--- src/rtl/tm1638_seg_writer.sv ---
// TM1638 write-only display refresher: mode command, 16-byte data burst, display-control command.
// Optional feature macro TM1638_AUTO_REFRESH_EN: periodic self-start every REFRESH_CYCLES idle clocks.
module tm1638_seg_writer #(
    parameter int unsigned CLK_DIV        = 50,
    parameter int unsigned REFRESH_CYCLES = 1000000
) (
    input  logic        clk,
    input  logic        rst,
    input  logic        start,
    input  logic [63:0] seg_data,
    input  logic [7:0]  leds,
    input  logic [2:0]  bright,
    input  logic        disp_on,
    output logic        tm_stb,
    output logic        tm_clk,
    output logic        tm_dio,
    output logic        busy,
    output logic        done
);

    if (CLK_DIV < 2) begin : g_bad_clk_div
        $error("CLK_DIV must be 2 or greater");
    end
    if (REFRESH_CYCLES < 1) begin : g_bad_refresh_cycles
        $error("REFRESH_CYCLES must be at least 1");
    end

    localparam int unsigned     HC_W    = $clog2(CLK_DIV);
    localparam logic [HC_W-1:0] HC_LAST = HC_W'(CLK_DIV - 1);

    typedef enum logic [2:0] {
        S_IDLE,
        S_STB_LO,
        S_SHIFT,
        S_STB_HI,
        S_GAP,
        S_FIN
    } state_t;

    typedef enum logic [1:0] {
        FR_MODE,
        FR_DATA,
        FR_CTRL
    } frame_t;

    state_t          state_q, state_d;
    frame_t          frame_q, frame_d;
    logic [HC_W-1:0] hcnt_q, hcnt_d;
    logic            phase_q, phase_d;   // second half of a bit, or of the inter-frame gap
    logic [2:0]      bit_q, bit_d;
    logic [4:0]      byte_q, byte_d;
    logic            stb_d, clk_d, dio_d, busy_d, done_d;
    logic            half_end;
    logic [4:0]      byte_last;
    logic [7:0]      tx_byte;
    logic            go;

    logic [63:0]     seg_q;
    logic [7:0]      leds_q;
    logic [2:0]      bright_q;
    logic            disp_on_q;

    assign half_end  = (hcnt_q == HC_LAST);
    assign byte_last = (frame_q == FR_DATA) ? 5'd16 : 5'd0;

    // Data-frame index 0 is the address command; index k>0 maps to display address k-1.
    function automatic logic [7:0] frame_byte(input frame_t fr, input logic [4:0] idx);
        logic [3:0] addr;
        addr       = 4'(idx - 5'd1);
        frame_byte = 8'h00;
        case (fr)
            FR_MODE: frame_byte = 8'h40;
            FR_DATA: begin
                if (idx == 5'd0)
                    frame_byte = 8'hC0;
                else if (!addr[0])
                    frame_byte = seg_q[{addr[3:1], 3'b000} +: 8];
                else
                    frame_byte = {7'b0, leds_q[addr[3:1]]};
            end
            FR_CTRL: frame_byte = {4'b1000, disp_on_q, bright_q};
            default: frame_byte = 8'h00;
        endcase
    endfunction

`ifdef TM1638_AUTO_REFRESH_EN
    localparam int unsigned RC_W = $clog2(REFRESH_CYCLES + 1);

    logic [RC_W-1:0] rcnt_q;
    logic            auto_go;

    assign auto_go = (state_q == S_IDLE) && (rcnt_q == RC_W'(REFRESH_CYCLES - 1));
    assign go      = (state_q == S_IDLE) && (start || auto_go);

    // Counting starts in FIN so the next refresh lands REFRESH_CYCLES after done.
    always_ff @(posedge clk or posedge rst) begin
        if (rst)
            rcnt_q <= '0;
        else if ((state_q == S_IDLE && !go) || state_q == S_FIN)
            rcnt_q <= rcnt_q + 1'b1;
        else
            rcnt_q <= '0;
    end
`else
    assign go = (state_q == S_IDLE) && start;
`endif

    always_comb begin
        // NOTE: every signal written here gets a default first, so no path can infer a latch.
        state_d = state_q;
        frame_d = frame_q;
        hcnt_d  = half_end ? '0 : hcnt_q + 1'b1;
        phase_d = phase_q;
        bit_d   = bit_q;
        byte_d  = byte_q;
        stb_d   = tm_stb;
        clk_d   = tm_clk;
        dio_d   = tm_dio;
        tx_byte = 8'h00;

        unique case (state_q)
            S_IDLE: begin
                hcnt_d = '0;
                if (go) begin
                    state_d = S_STB_LO;
                    frame_d = FR_MODE;
                    stb_d   = 1'b0;
                    clk_d   = 1'b1;
                    dio_d   = 1'b1;
                end
            end

            S_STB_LO: begin
                if (half_end) begin
                    state_d = S_SHIFT;
                    tx_byte = frame_byte(frame_q, 5'd0);
                    clk_d   = 1'b0;
                    dio_d   = tx_byte[0];
                end
            end

            S_SHIFT: begin
                if (half_end) begin
                    if (!phase_q) begin
                        phase_d = 1'b1;
                        clk_d   = 1'b1;
                    end else if (bit_q == 3'd7 && byte_q == byte_last) begin
                        state_d = S_STB_HI;
                    end else begin
                        // DIO only moves on the falling CLK so it is settled at the rising edge.
                        phase_d = 1'b0;
                        clk_d   = 1'b0;
                        if (bit_q == 3'd7) begin
                            bit_d  = 3'd0;
                            byte_d = byte_q + 1'b1;
                        end else begin
                            bit_d = bit_q + 1'b1;
                        end
                        tx_byte = frame_byte(frame_q, byte_d);
                        dio_d   = tx_byte[bit_d];
                    end
                end
            end

            S_STB_HI: begin
                if (half_end) begin
                    state_d = S_GAP;
                    stb_d   = 1'b1;
                    clk_d   = 1'b1;
                    dio_d   = 1'b1;
                end
            end

            S_GAP: begin
                if (half_end) begin
                    if (!phase_q) begin
                        phase_d = 1'b1;
                    end else if (frame_q == FR_CTRL) begin
                        state_d = S_FIN;
                    end else begin
                        state_d = S_STB_LO;
                        frame_d = (frame_q == FR_MODE) ? FR_DATA : FR_CTRL;
                        stb_d   = 1'b0;
                    end
                end
            end

            S_FIN: begin
                hcnt_d  = '0;
                state_d = S_IDLE;
            end

            default: begin
                state_d = S_IDLE;
                stb_d   = 1'b1;
                clk_d   = 1'b1;
                dio_d   = 1'b1;
            end
        endcase

        if (state_d != state_q) begin
            hcnt_d  = '0;
            phase_d = 1'b0;
            bit_d   = '0;
            byte_d  = '0;
        end

        busy_d = (state_d != S_IDLE) && (state_d != S_FIN);
        done_d = (state_d == S_FIN);
    end

    always_ff @(posedge clk or posedge rst) begin
        if (rst) begin
            state_q   <= S_IDLE;
            frame_q   <= FR_MODE;
            hcnt_q    <= '0;
            phase_q   <= 1'b0;
            bit_q     <= '0;
            byte_q    <= '0;
            tm_stb    <= 1'b1;
            tm_clk    <= 1'b1;
            tm_dio    <= 1'b1;
            busy      <= 1'b0;
            done      <= 1'b0;
            seg_q     <= '0;
            leds_q    <= '0;
            bright_q  <= '0;
            disp_on_q <= 1'b0;
        end else begin
            // NOTE: non-blocking assignments so every register samples pre-edge values.
            state_q <= state_d;
            frame_q <= frame_d;
            hcnt_q  <= hcnt_d;
            phase_q <= phase_d;
            bit_q   <= bit_d;
            byte_q  <= byte_d;
            tm_stb  <= stb_d;
            tm_clk  <= clk_d;
            tm_dio  <= dio_d;
            busy    <= busy_d;
            done    <= done_d;
            if (go) begin
                seg_q     <= seg_data;
                leds_q    <= leds;
                bright_q  <= bright;
                disp_on_q <= disp_on;
            end
        end
    end

endmodule
--- config.mk ---
export PLATFORM = sky130hd
export DESIGN_NAME = tm1638_seg_writer
export DESIGN_NICKNAME = d
export VERILOG_FILES = /design/src/rtl/tm1638_seg_writer.sv
export SDC_FILE = /design/constraint.sdc
export NUM_CORES = 1
export LEC_CHECK = 0
export ABC_CLOCK_PERIOD_IN_PS = 3500
export CELL_PAD_IN_SITES_DETAIL_PLACEMENT = 1
export CELL_PAD_IN_SITES_GLOBAL_PLACEMENT = 2
export CORE_MARGIN = 8
export CORE_UTILIZATION = 33
export DETAILED_ROUTE_END_ITERATION = 12
export PLACE_DENSITY = 0.84
export SKIP_LAST_GASP = 1
export SYNTH_ARGS = -nofsm -noshare
export SYNTH_HDL_FRONTEND = slang
export SYNTH_SLANG_ARGS = --single-unit
--- constraint.sdc ---
create_clock -name clk -period 3.5 [get_ports clk]
set_clock_uncertainty 0.1 [all_clocks]
set_input_delay 0.7 -clock clk [delete_from_list [all_inputs] [get_ports clk]]
set_output_delay 0.7 -clock clk [all_outputs]
set_load 0.01 [all_outputs]
After elaboration in Yosys (flattened, before gate mapping)
Index checks and enable logic that the tools add are counted.
{"block": "totals", "reg_bits": 101, "wordCells": 145, "out_inout_bits": 5}
{"block": "op_classes", "n_shift": 1, "magnitude_cmp": 2, "n_mux": 74, "n_reduce_logical": 21, "addsub": 4, "bitwise": 2, "n_eq_ne": 26}
{"operator": "indexed part select 64 x 7 -> 8 bit", "count": 1}
{"operator": "two-way mux 3 bit", "count": 19}
{"operator": "two-way mux 5 bit", "count": 11}
{"operator": "two-way mux 8 bit", "count": 6}
{"operator": "one-hot mux 8 bit (3 select lines)", "count": 1}
{"operator": "two-way mux 1 bit", "count": 20}
{"operator": "two-way mux 6 bit", "count": 3}
{"operator": "!= test 2 bit, second input constant", "count": 9}
{"operator": "one-hot mux 3 bit (5 select lines)", "count": 1}
{"operator": "== test 3 bit, second input constant", "count": 4}
{"operator": "!= test 3 bit, second input constant", "count": 4}
{"operator": "AND reduction 6 bit", "count": 2}
{"operator": "two-way mux 2 bit", "count": 5}
{"operator": "one-hot mux 1 bit (5 select lines)", "count": 2}
{"operator": "less-than comparator 3 x 4 -> 1 bit, second input constant", "count": 2}
{"operator": "nonzero test 2 bit", "count": 4}
{"operator": "AND reduction 7 bit", "count": 1}
{"operator": "adder 6 x 1 -> 6 bit, second input constant", "count": 1}
{"operator": "binary-select mux 1 bit (select 3 bit)", "count": 2}
{"operator": "== test 3 x 2 -> 1 bit, second input constant", "count": 2}
{"operator": "== test 6 bit, second input constant", "count": 1}
{"operator": "nonzero test 3 bit", "count": 2}
{"operator": "adder 5 x 1 -> 5 bit, second input constant", "count": 1}
{"operator": "== test 5 bit", "count": 1}
{"operator": "other kinds (21)", "count": 25}

Longest topological paths before layout
Gate-level depths: netlist (run 1).
{"block": "logic_depth", "ltp_word": 24, "ltp_mapped": 12}

Least setup slack after synthesis (run 1)
Ideal clock, no wire load.
{"block": "synth_path", "path_type": "register to register", "startpoint": "register byte_q[0]", "endpoint": "register tm_dio", "stages_incl_launch_ff": 13, "path_slack_ps": 508, "t_required_ps": 3307, "arrival_ps": 2799, "cell_sequence": "dfrtp_1 > clkbuf_8 > inv_1 > ha_1 > mux2i_1 > nand2_1 > xor2_2 > buf_6 > mux4_2 > a32oi_1 > o2111ai_1 > nor4_1 > a221oi_2"}
{"block": "synth_between", "elab_chain_cells": 22}
{"element": "start: declaration", "line_no": "51", "rtl": "logic [4:0] byte_q, byte_d;"}
{"element": "start signal: assignment", "line_no": "236", "rtl": "byte_q <= byte_d;"}
{"element": "branches (longest 22 deep; another with adder 5 x 1 -> 5 bit)"}
{"element": "end signal: assignment", "line_no": "239", "rtl": "tm_dio <= dio_d;"}
{"element": "end: declaration", "line_no": "16", "rtl": "output logic tm_dio,"}
Several ways; the timed one is not identified. The select of a mux whose other input is x is not followed.
A chain may end at the register's enable or synchronous reset.

Worst setup path after layout (run 1)
{"block": "layout_path", "startpoint": "register bit_q[0]", "endpoint": "register tm_dio"}
{"block": "layout_between", "elab_chain_cells": 22}
{"element": "start: declaration", "line_no": "50", "rtl": "logic [2:0] bit_q, bit_d;"}
{"element": "start signal: assignment", "line_no": "235", "rtl": "bit_q <= bit_d;"}
{"element": "branches (longest 22 deep; another with subtractor 4 x 1 -> 4 bit)"}
Several ways; the timed one is not identified. The select of a mux whose other input is x is not followed.

==> key figures, run 1 <==
Outcome
  – Outcome: finished, final reports clean

Critical path
  – Critical Path Slowest Stage Cell: sky130_fd_sc_hd__mux4_2
  – Maximum fanout along the worst path: 8
  – WP depth: 11
  – Crit path buf inv count: 1
  – Top Family by Delay on Critical Path: multiplexers
  – Required arrival time at the worst endpoint: approximately 3.7 ns
  – Worst Setup End Kind: register
  – Depth of the worst register-to-register path: 11
  – Worst-path cell chain: ha_1 > ha_2 > buf_4 > nand4_4 > xor2_4 > xor2_4 > mux4_2 > mux2i_1 > nor4_1 > nor4_1 > a221oi_2
  – CP Data Arrival Time: about 3.5 ns
  – Type of origin of the critical path: register
  – Maximum single-stage delay on the critical path: between 0.5 and 0.6 ns
  – Category of the most critical setup path: register to register

Timing
  – Pin slew with the least headroom to its limit: a little under 1 ns
  – Final setup margin: 0.184 ns
  – Count of pins over their slew limit: 0
  – Tmin final: between 3 and 4 ns
  – Number of setup violations in the final report: 0
  – Headroom to the max-slew limit: between 30% and 40%
  – Peak Freq: 0.302 GHz
  – Period utilisation layout: a little over nine tenths
  – Number of hold-slack violations in the final timing report: 0

Synthesis
  – Number of distinct standard cells referenced by the synthesized netlist: 61
  – Number of register bits inferred by synthesis: roughly 100
  – Syn_area_per_cell: 12.6 um^2
  – Post-synthesis net count: roughly 500
  – Cell type contributing the most total cell area after synthesis: sky130_fd_sc_hd__dfrtp_1
  – Predominant post-synthesis flop cell: sky130_fd_sc_hd__dfrtp_1
  – Dominant cells by area after synthesis: sky130_fd_sc_hd__dfrtp_1 47%, sky130_fd_sc_hd__mux2_2 17%, sky130_fd_sc_hd__mux4_2 5.2%
  – Yosys top cell area share: a little under half
  – Cell area after synthesis: about 5200 um^2
  – Yosys synthesis warning count: 0
  – Sequential cell area fraction in the yosys report: 48.3%
  – Synthesized netlist cell count: approximately 420
  – Number of synthesized flops with an enable pin: 0
  – Async set-or-reset flop fraction in the synthesized netlist: 100%

Cells and area
  – Signed area change from the synthesized netlist to the final layout: 26.5%
  – Final layout net count: ~600
  – Final standard cell count with taps included and fillers excluded: between 700 and 800
  – Layout cell share with drive strength beyond 1: 27.2%
  – Number of fillers in the final layout: about 1600
  – Antenna cells: 0

Clock network
  – Clock-pin transition on the worst setup and hold timing paths: around 0.070 ns
  – Root buffer selected by CTS: sky130_fd_sc_hd__clkbuf_16
  – Setup Fix Bufs, Post-CTS: 0
  – CTS max path bufs: 2
  – TritonCTS buffer count: 9
  – H-tree level count: 3
  – Total number of clock tree sinks: roughly 100
  – Clock latency reported for the late side of the worst-skew pair: around 0.35 ns
  – Clock tree from TritonCTS: yes

Global routing
  – First-pass GRT wire length: ~22 mm
  – GR Overflow Total: 0
  – Vias in the first global route: 4011
  – Maximum number of pins on one net before global-route repair: about 80
  – Overall routing resource usage: ~14%
  – Number of antenna violations at the first check in global routing: 0

Floorplanning
  – Die Y-Extent: approximately 140 um
  – Ports: 84
  – Effective utilization at floorplan: between 30% and 40%
  – Num rows: 46
  – Overall die area: between 20000 and 25000 um^2
  – Horizontal die dimension: 142 um
  – Core region area: ~16000 um^2

Drt
  – Total wire length: ~14 mm
  – Post-DR wirelength/cell: 18.8 um
  – Via count of the routed design: about 3600
  – DRC violations left: 0
  – Antenna Violating Nets Remaining: 0
  – DR vias/cell: 5.02
  – Detailed Route Iter0 Violations: just under 90
  – Pre-Repair DR Iteration Count: 4

Placed design
  – Final weighted congestion of routability-driven global placement: between 0.7 and 0.8
  – Half-perimeter wire length after detailed placement: 10.2 mm
  – Number of buffers inserted by port buffering: 83
  – Cell total after placement: just over 700
  – Worst-case setup slack after placement: roughly 0.10 ns

Run
  – Max Cap Violations: 0

Power and ir drop
  – Areal power density over the cells: approximately 350 nW/um^2
  – Leakage power figure: 2.92 nW
  – Worst-case vdd ir drop: ~0.00023 V
  – Tot Pwr: roughly 2.3 mW

Hold path
  – Hold path depth: 2
  – Hold crit path type: register to register
## sequential cells by signal, indices dropped and copies added, names as in the netlist
| register | flops |
|---|---|
| seg_q | 64 |
| done | 1 |
| tm_dio | 1 |
| hcnt_q | 6 |
| tm_stb | 1 |
| busy | 1 |
| frame_q | 2 |
| leds_q | 8 |
| bright_q | 3 |
| state_q | 3 |
| byte_q | 5 |
| tm_clk | 1 |
| bit_q | 3 |
| disp_on_q | 1 |
| phase_q | 1 |
## layout by cell type, fill, tap and decap left out, types with 5 or more instances in the layout
cell type | netlist | routed
sky130_fd_sc_hd__nor3_1 | 10 | 10
sky130_fd_sc_hd__inv_1 | 11 | 10
sky130_fd_sc_hd__clkbuf_16 | 0 | 9
sky130_fd_sc_hd__xnor2_1 | 9 | 8
sky130_fd_sc_hd__dfrtp_1 | 98 | 98
sky130_fd_sc_hd__nand4_1 | 5 | 5
sky130_fd_sc_hd__a21oi_1 | 13 | 13
sky130_fd_sc_hd__xor2_1 | 8 | 8
sky130_fd_sc_hd__o21ai_0 | 8 | 8
sky130_fd_sc_hd__nor2_1 | 35 | 35
sky130_fd_sc_hd__mux2_2 | 78 | 78
sky130_fd_sc_hd__mux4_2 | 12 | 12
sky130_fd_sc_hd__nor2b_1 | 5 | 5
sky130_fd_sc_hd__ha_1 | 7 | 6
sky130_fd_sc_hd__mux2i_1 | 9 | 9
sky130_fd_sc_hd__buf_4 | 1 | 9
sky130_fd_sc_hd__clkdlybuf4s50_1 | 0 | 83
sky130_fd_sc_hd__nand3_1 | 5 | 5
sky130_fd_sc_hd__nand2_1 | 22 | 22
## routing by layer
layer  wire [um]  up-vias  track usage (%)  share of wire, %
li1            -     1665                -                 -
met1        5970     1839             17.7                44
met2        6740       89             22.9                50
met3         522       19             2.95               3.9
met4         294        0             5.43               2.2
met5           0        -                0                 0
## tightest hold or removal path, stage by stage, from the launching register on
cell and delay, ns:
sky130_fd_sc_hd__dfstp_2 0.37, sky130_fd_sc_hd__o21ai_0 0.05, sky130_fd_sc_hd__o21ai_0 0.07
## final cells by class
cell class | count | area [um^2] | area share, %
multi-input cells | 282 | 2550 | 38.4
flip-flops and latches | 101 | 2530 | 38.2
repair buffers | 94 | 938 | 14.2
well taps | 216 | 270 | 4.08
clock buffers | 11 | 243 | 3.66
clock inverters | 4 | 55.1 | 0.830
inverters | 11 | 43.8 | 0.661
## cells in the mapped netlist (all sizes together) (2+ instances only)
cell / number
a211oi: 2
mux2: 78
xor2: 11
a21bo: 2
or3: 3
o31ai: 2
nand2: 22
nor4: 4
nor3: 10
a221oi: 2
a21oi: 14
nor2: 36
mux4: 15
ha: 7
o21ai: 8
dfrtp: 98
o22ai: 2
clkbuf: 13
a22oi: 2
mux2i: 9
nand2b: 3
nand3: 5
a31oi: 2
buf: 10
nand4: 7
dfstp: 3
xnor2: 11
nor2b: 5
and3: 2
a21boi: 2
inv: 11
and2: 2
## stage by stage
stage          hold slack, ns   TNS, ns  utilization (%)  instance area (um^2)
2_1_floorplan           0.357         0                -                  5240
3_3_place_gp            0.379         0             40.2                  6310
3_5_place_dp            0.391         0             40.2                  6310
4_1_cts                 0.406         0             42.1                  6610
5_1_grt                 0.422  -0.00666             42.2                  6630
6_report                0.402         0             42.2                  6630
## path summary, 6_finish.rpt
kind                                       from                 endpoint  slack, ns
hold reg to reg              tm_clk$_DFFE_PP1P_       tm_clk$_DFFE_PP1P_       0.40
setup reg to reg           bit_q[0]$_DFFE_PP0P_       tm_dio$_DFFE_PP1P_       0.18
setup / recovery           bit_q[0]$_DFFE_PP0P_       tm_dio$_DFFE_PP1P_       0.18
max in group asynchronous                   rst    seg_q[21]$_DFFE_PP0P_       1.92
hold / removal               tm_clk$_DFFE_PP1P_       tm_clk$_DFFE_PP1P_       0.40
min in group asynchronous                   rst  bright_q[0]$_DFFE_PP0P_       0.67
## cells by family (layout without fill, tap and decap cells)
family / Yosys count / count (layout) / share of synthesized area (%)
muxes: 102 / 102 / 25.1
and+or+nand+nor: 102 / 102 / 9.71
DFF: 101 / 101 / 48.3
AOI/OAI and AO/OA: 49 / 49 / 6.78
buffers and inverters: 34 / 120 / 3.60
xor gates and xnor gates: 22 / 22 / 4.82
adders and majority gates: 7 / 7 / 1.67
## where the power goes
group / internal [mW] / switching [mW]
logic: 0.0790 / 0.0403
registers: 1.17 / 0
clock network: 0.576 / 0.447
total: 1.82 / 0.488
## repair_timing
action                                  in CTS  in global routing
hold endpoints to repair                     0                  0
endpoints found under the setup margin       0                  1
hold buffers                                 0                  0
resized for setup                            0                  3
(Power assumes the default switching activity.)
==> run 2: changes to the inputs <==
Settings changed: PLACE_DENSITY 0.84 to 0.85, SLEW_MARGIN from default to 20.
==> run 2 against run 1 <==
Register-to-register slack about the same; sequential cell count unchanged; sequential share of layout area up 0.22 points; critical path type unchanged; fmax barely moved; critical endpoint unchanged; first-iteration DRC count up 48%; clock power fell by 5%.
==> key figures, run 2 (same netlist as run 1, synthesis figures left out) <==
Critical path
  – Type of origin of the critical path: register
  – Worst Setup End Kind: register
  – Required arrival time at the worst endpoint: 3.66 ns (about the same)
  – Depth of the worst register-to-register path: 11 (unchanged)
  – CP Data Arrival Time: 3.47 ns (about the same)
  – Maximum fanout along the worst path: 14 (+6)
  – Category of the most critical setup path: register to register
  – Worst R2R End: tm_dio$_DFFE_PP1P_
  – Crit Reg-Reg Startpoint: bit_q[0]$_DFFE_PP0P_
  – Beginning of the critical path: bit_q[0]$_DFFE_PP0P_
  – Reg2reg setup slack: 0.19 ns (about the same)

Cells and area
  – Signed area change from the synthesized netlist to the final layout: 25.7%
  – Layout cell share with drive strength beyond 1: 27.2% (unchanged)
  – Antenna cells: 0 (unchanged)
  – Most frequent cells in the layout: 98 x sky130_fd_sc_hd__dfrtp_1, 83 x sky130_fd_sc_hd__clkdlybuf4s50_1, 78 x sky130_fd_sc_hd__mux2_2
  – Final layout net count: 584 (-0.17%)
  – Number of fillers in the final layout: 1645 (+0.30%)
  – Most common cell after layout, fill and taps aside: sky130_fd_sc_hd__dfrtp_1
  – Layout Cell Area excl Fill: 6590 um^2 (-0.59%)
  – Register cell area after layout: 2530 um^2 (unchanged)
  – Largest register FFs: 64 (unchanged)
  – Leading registers by flop count: seg_q: 64 flops, leds_q: 8 flops, hcnt_q: 6 flops
  – Most flops, register: seg_q
  – Area of combinational cells with multiple inputs: 2530 um^2 (-0.74%)

Power and ir drop
  – Worst-case vdd ir drop: 0.000235 V (+1.2%)
  – Clock power frac: 43.1% (-1.2 points)
  – Areal power density over the cells: 343 nW/um^2 (-1.6%)
  – Sequential share of power: 51.6% (+1.1 points)
  – Leakage power figure: 2.91 nW (-0.31%)
  – Net switching power figure: 506 uW (+3.6%)
  – Internal power: 1.75 mW (-3.7%)
  – Switch share: 22.4% (+1.3 points)
  – Logic pwr share: 5.3% (about the same)

Global routing
  – Overall routing resource usage: 14.0% (-0.017 points)
  – Vias in the first global route: 3949 (-1.5%)
  – Maximum number of pins on one net before global-route repair: 79 (unchanged)
  – GR Overflow Total: 0 (unchanged)
  – First-pass GRT wire length: 21.9 mm (-1.1%)
  – Number of antenna violations at the first check in global routing: 0 (unchanged)

Timing
  – Final-layout setup total negative slack: 0 ns (unchanged)
  – Final setup margin: 0.186 ns (+0.00127 ns)
  – Count of pins over their slew limit: 0 (unchanged)
  – Pin slew with the least headroom to its limit: 0.962 ns (+0.00116 ns)
  – Tmin final: 3.31 ns (-0.00127 ns)
  – Period utilisation layout: 94.7% (about the same)
  – RSZ-0062 raised after global routing: no
  – Peak Freq: 0.302 GHz (about the same)
  – Number of hold-slack violations in the final timing report: 0 (unchanged)
  – Headroom to the max-slew limit: 35.9% (-0.077 points)
  – Number of setup violations in the final report: 0 (unchanged)

Floorplanning
  – Ports: 84 (unchanged)
  – Core region area: 15700 um^2 (unchanged)
  – Num rows: 46 (unchanged)
  – Horizontal die dimension: 142 um (unchanged)
  – Effective utilization at floorplan: 33.4% (unchanged)
  – Die Y-Extent: 142 um (unchanged)
  – Overall die area: 20200 um^2 (unchanged)

Clock network
  – Root buffer selected by CTS: sky130_fd_sc_hd__clkbuf_16
  – Total number of clock tree sinks: 101 (unchanged)
  – CTS max path bufs: 2 (unchanged)
  – Clock-pin transition on the worst setup and hold timing paths: 0.07 ns (about the same)
  – Hold-fix buffer count after cts: 0 (unchanged)
  – Post-CTS resize count: 0 (unchanged)
  – Clock latency reported for the late side of the worst-skew pair: 0.35 ns (about the same)
  – Clock tree from TritonCTS: yes
  – Setup Fix Bufs, Post-CTS: 0 (unchanged)
  – H-tree level count: 3 (unchanged)
  – TritonCTS buffer count: 9 (unchanged)

Drt
  – Via count of the routed design: 3601 (-0.30%)
  – Pre-Repair DR Iteration Count: 4 (unchanged)
  – Antenna Violating Nets Remaining: 0 (unchanged)
  – DR vias/cell: 5.01 (-0.30%)
  – Detailed Route Iter0 Violations: 129 (+48%)
  – Total wire length: 13.6 mm (+0.40%)
  – DRC violations left: 0 (unchanged)
  – Post-DR wirelength/cell: 18.9 um (+0.40%)

Placed design
  – Worst-case setup slack after placement: 0.0611 ns (-0.0385 ns)
  – Cell area after placement: 6300 um^2 (-0.12%)
  – Number of buffers inserted by port buffering: 83 (unchanged)
  – Final weighted congestion of routability-driven global placement: 0.836 (+6.5%)
  – Half-perimeter wire length after detailed placement: 10.3 mm (+0.66%)

Outcome
  – Outcome: finished, final reports clean

Hold path
  – Hold EP: hcnt_q[0]$_DFF_PP0_
  – Hold path start: hcnt_q[0]$_DFF_PP0_
  – Hold crit path type: register to register
  – Hold path depth: 1 (-1)

Run
  – Max Cap Violations: 0 (unchanged)
[run 2: worst max-delay path: stages, from the launching register on]
cell                        delay [ns]
sky130_fd_sc_hd__dfrtp_1          0.46
sky130_fd_sc_hd__ha_1             0.22
sky130_fd_sc_hd__ha_2             0.35
sky130_fd_sc_hd__mux2i_1          0.30
sky130_fd_sc_hd__nand2_1          0.15
sky130_fd_sc_hd__xor2_2           0.27
sky130_fd_sc_hd__buf_12           0.19
sky130_fd_sc_hd__mux4_2           0.51
sky130_fd_sc_hd__a32oi_1          0.21
sky130_fd_sc_hd__o2111ai_1        0.13
sky130_fd_sc_hd__nor4_1           0.27
sky130_fd_sc_hd__a221oi_2         0.06
[run 2: per-layer routing]
layer	vias to the layer above	share of wire [%]	track usage [%]
met3	14	4.3	3.76
met4	0	1.7	4.69
li1	1668	-	-
met2	79	50	23.7
met5	-	0	0
met1	1840	44	16.8
[run 2: worst max-delay path by stage]
stage,to,slack (ns),cells after the start
floorplan,bit_q[0]$_DFFE_PP0P_,0.06,1
global placement,tm_dio$_DFFE_PP1P_,0.21,11
detailed placement,tm_dio$_DFFE_PP1P_,0.06,11
CTS,tm_dio$_DFFE_PP1P_,0.02,11
global route,tm_dio$_DFFE_PP1P_,0.002,11
finish,tm_dio$_DFFE_PP1P_,0.19,11
[run 2: per-stage QoR]
stage	cells	power, mW	hold WS [ns]	util, %
final	719	2.26	0.395	41.9
after global routing	719	2.33	0.424	41.9
after CTS	719	2.29	0.402	41.9
after detailed placement	703	1.31	0.391	40.1
after global placement	703	1.31	0.381	40.1
after floorplan	417	1.21	0.357	-
[run 2: area by class of cell]
cell class,count,area share (%)
Clock buffer,10,3.63
Sequential cell,101,38.4
Timing Repair Buffer,93,14.1
Clock inverter,6,0.702
Multi-Input combinational cell,282,38.4
Tap cell,216,4.10
Inverter,11,0.664
[run 2: power groups by stage]
stage | Combinational (mW) | Clock [mW] | Sequential, mW
6_report | 0.119 | 0.974 | 1.17
5_1_grt | 0.128 | 1.04 | 1.17
4_1_cts | 0.121 | 1.01 | 1.17
3_5_place_dp | 0.121 | 0 | 1.19
3_3_place_gp | 0.118 | 0 | 1.19
2_1_floorplan | 0.0179 | 0 | 1.19
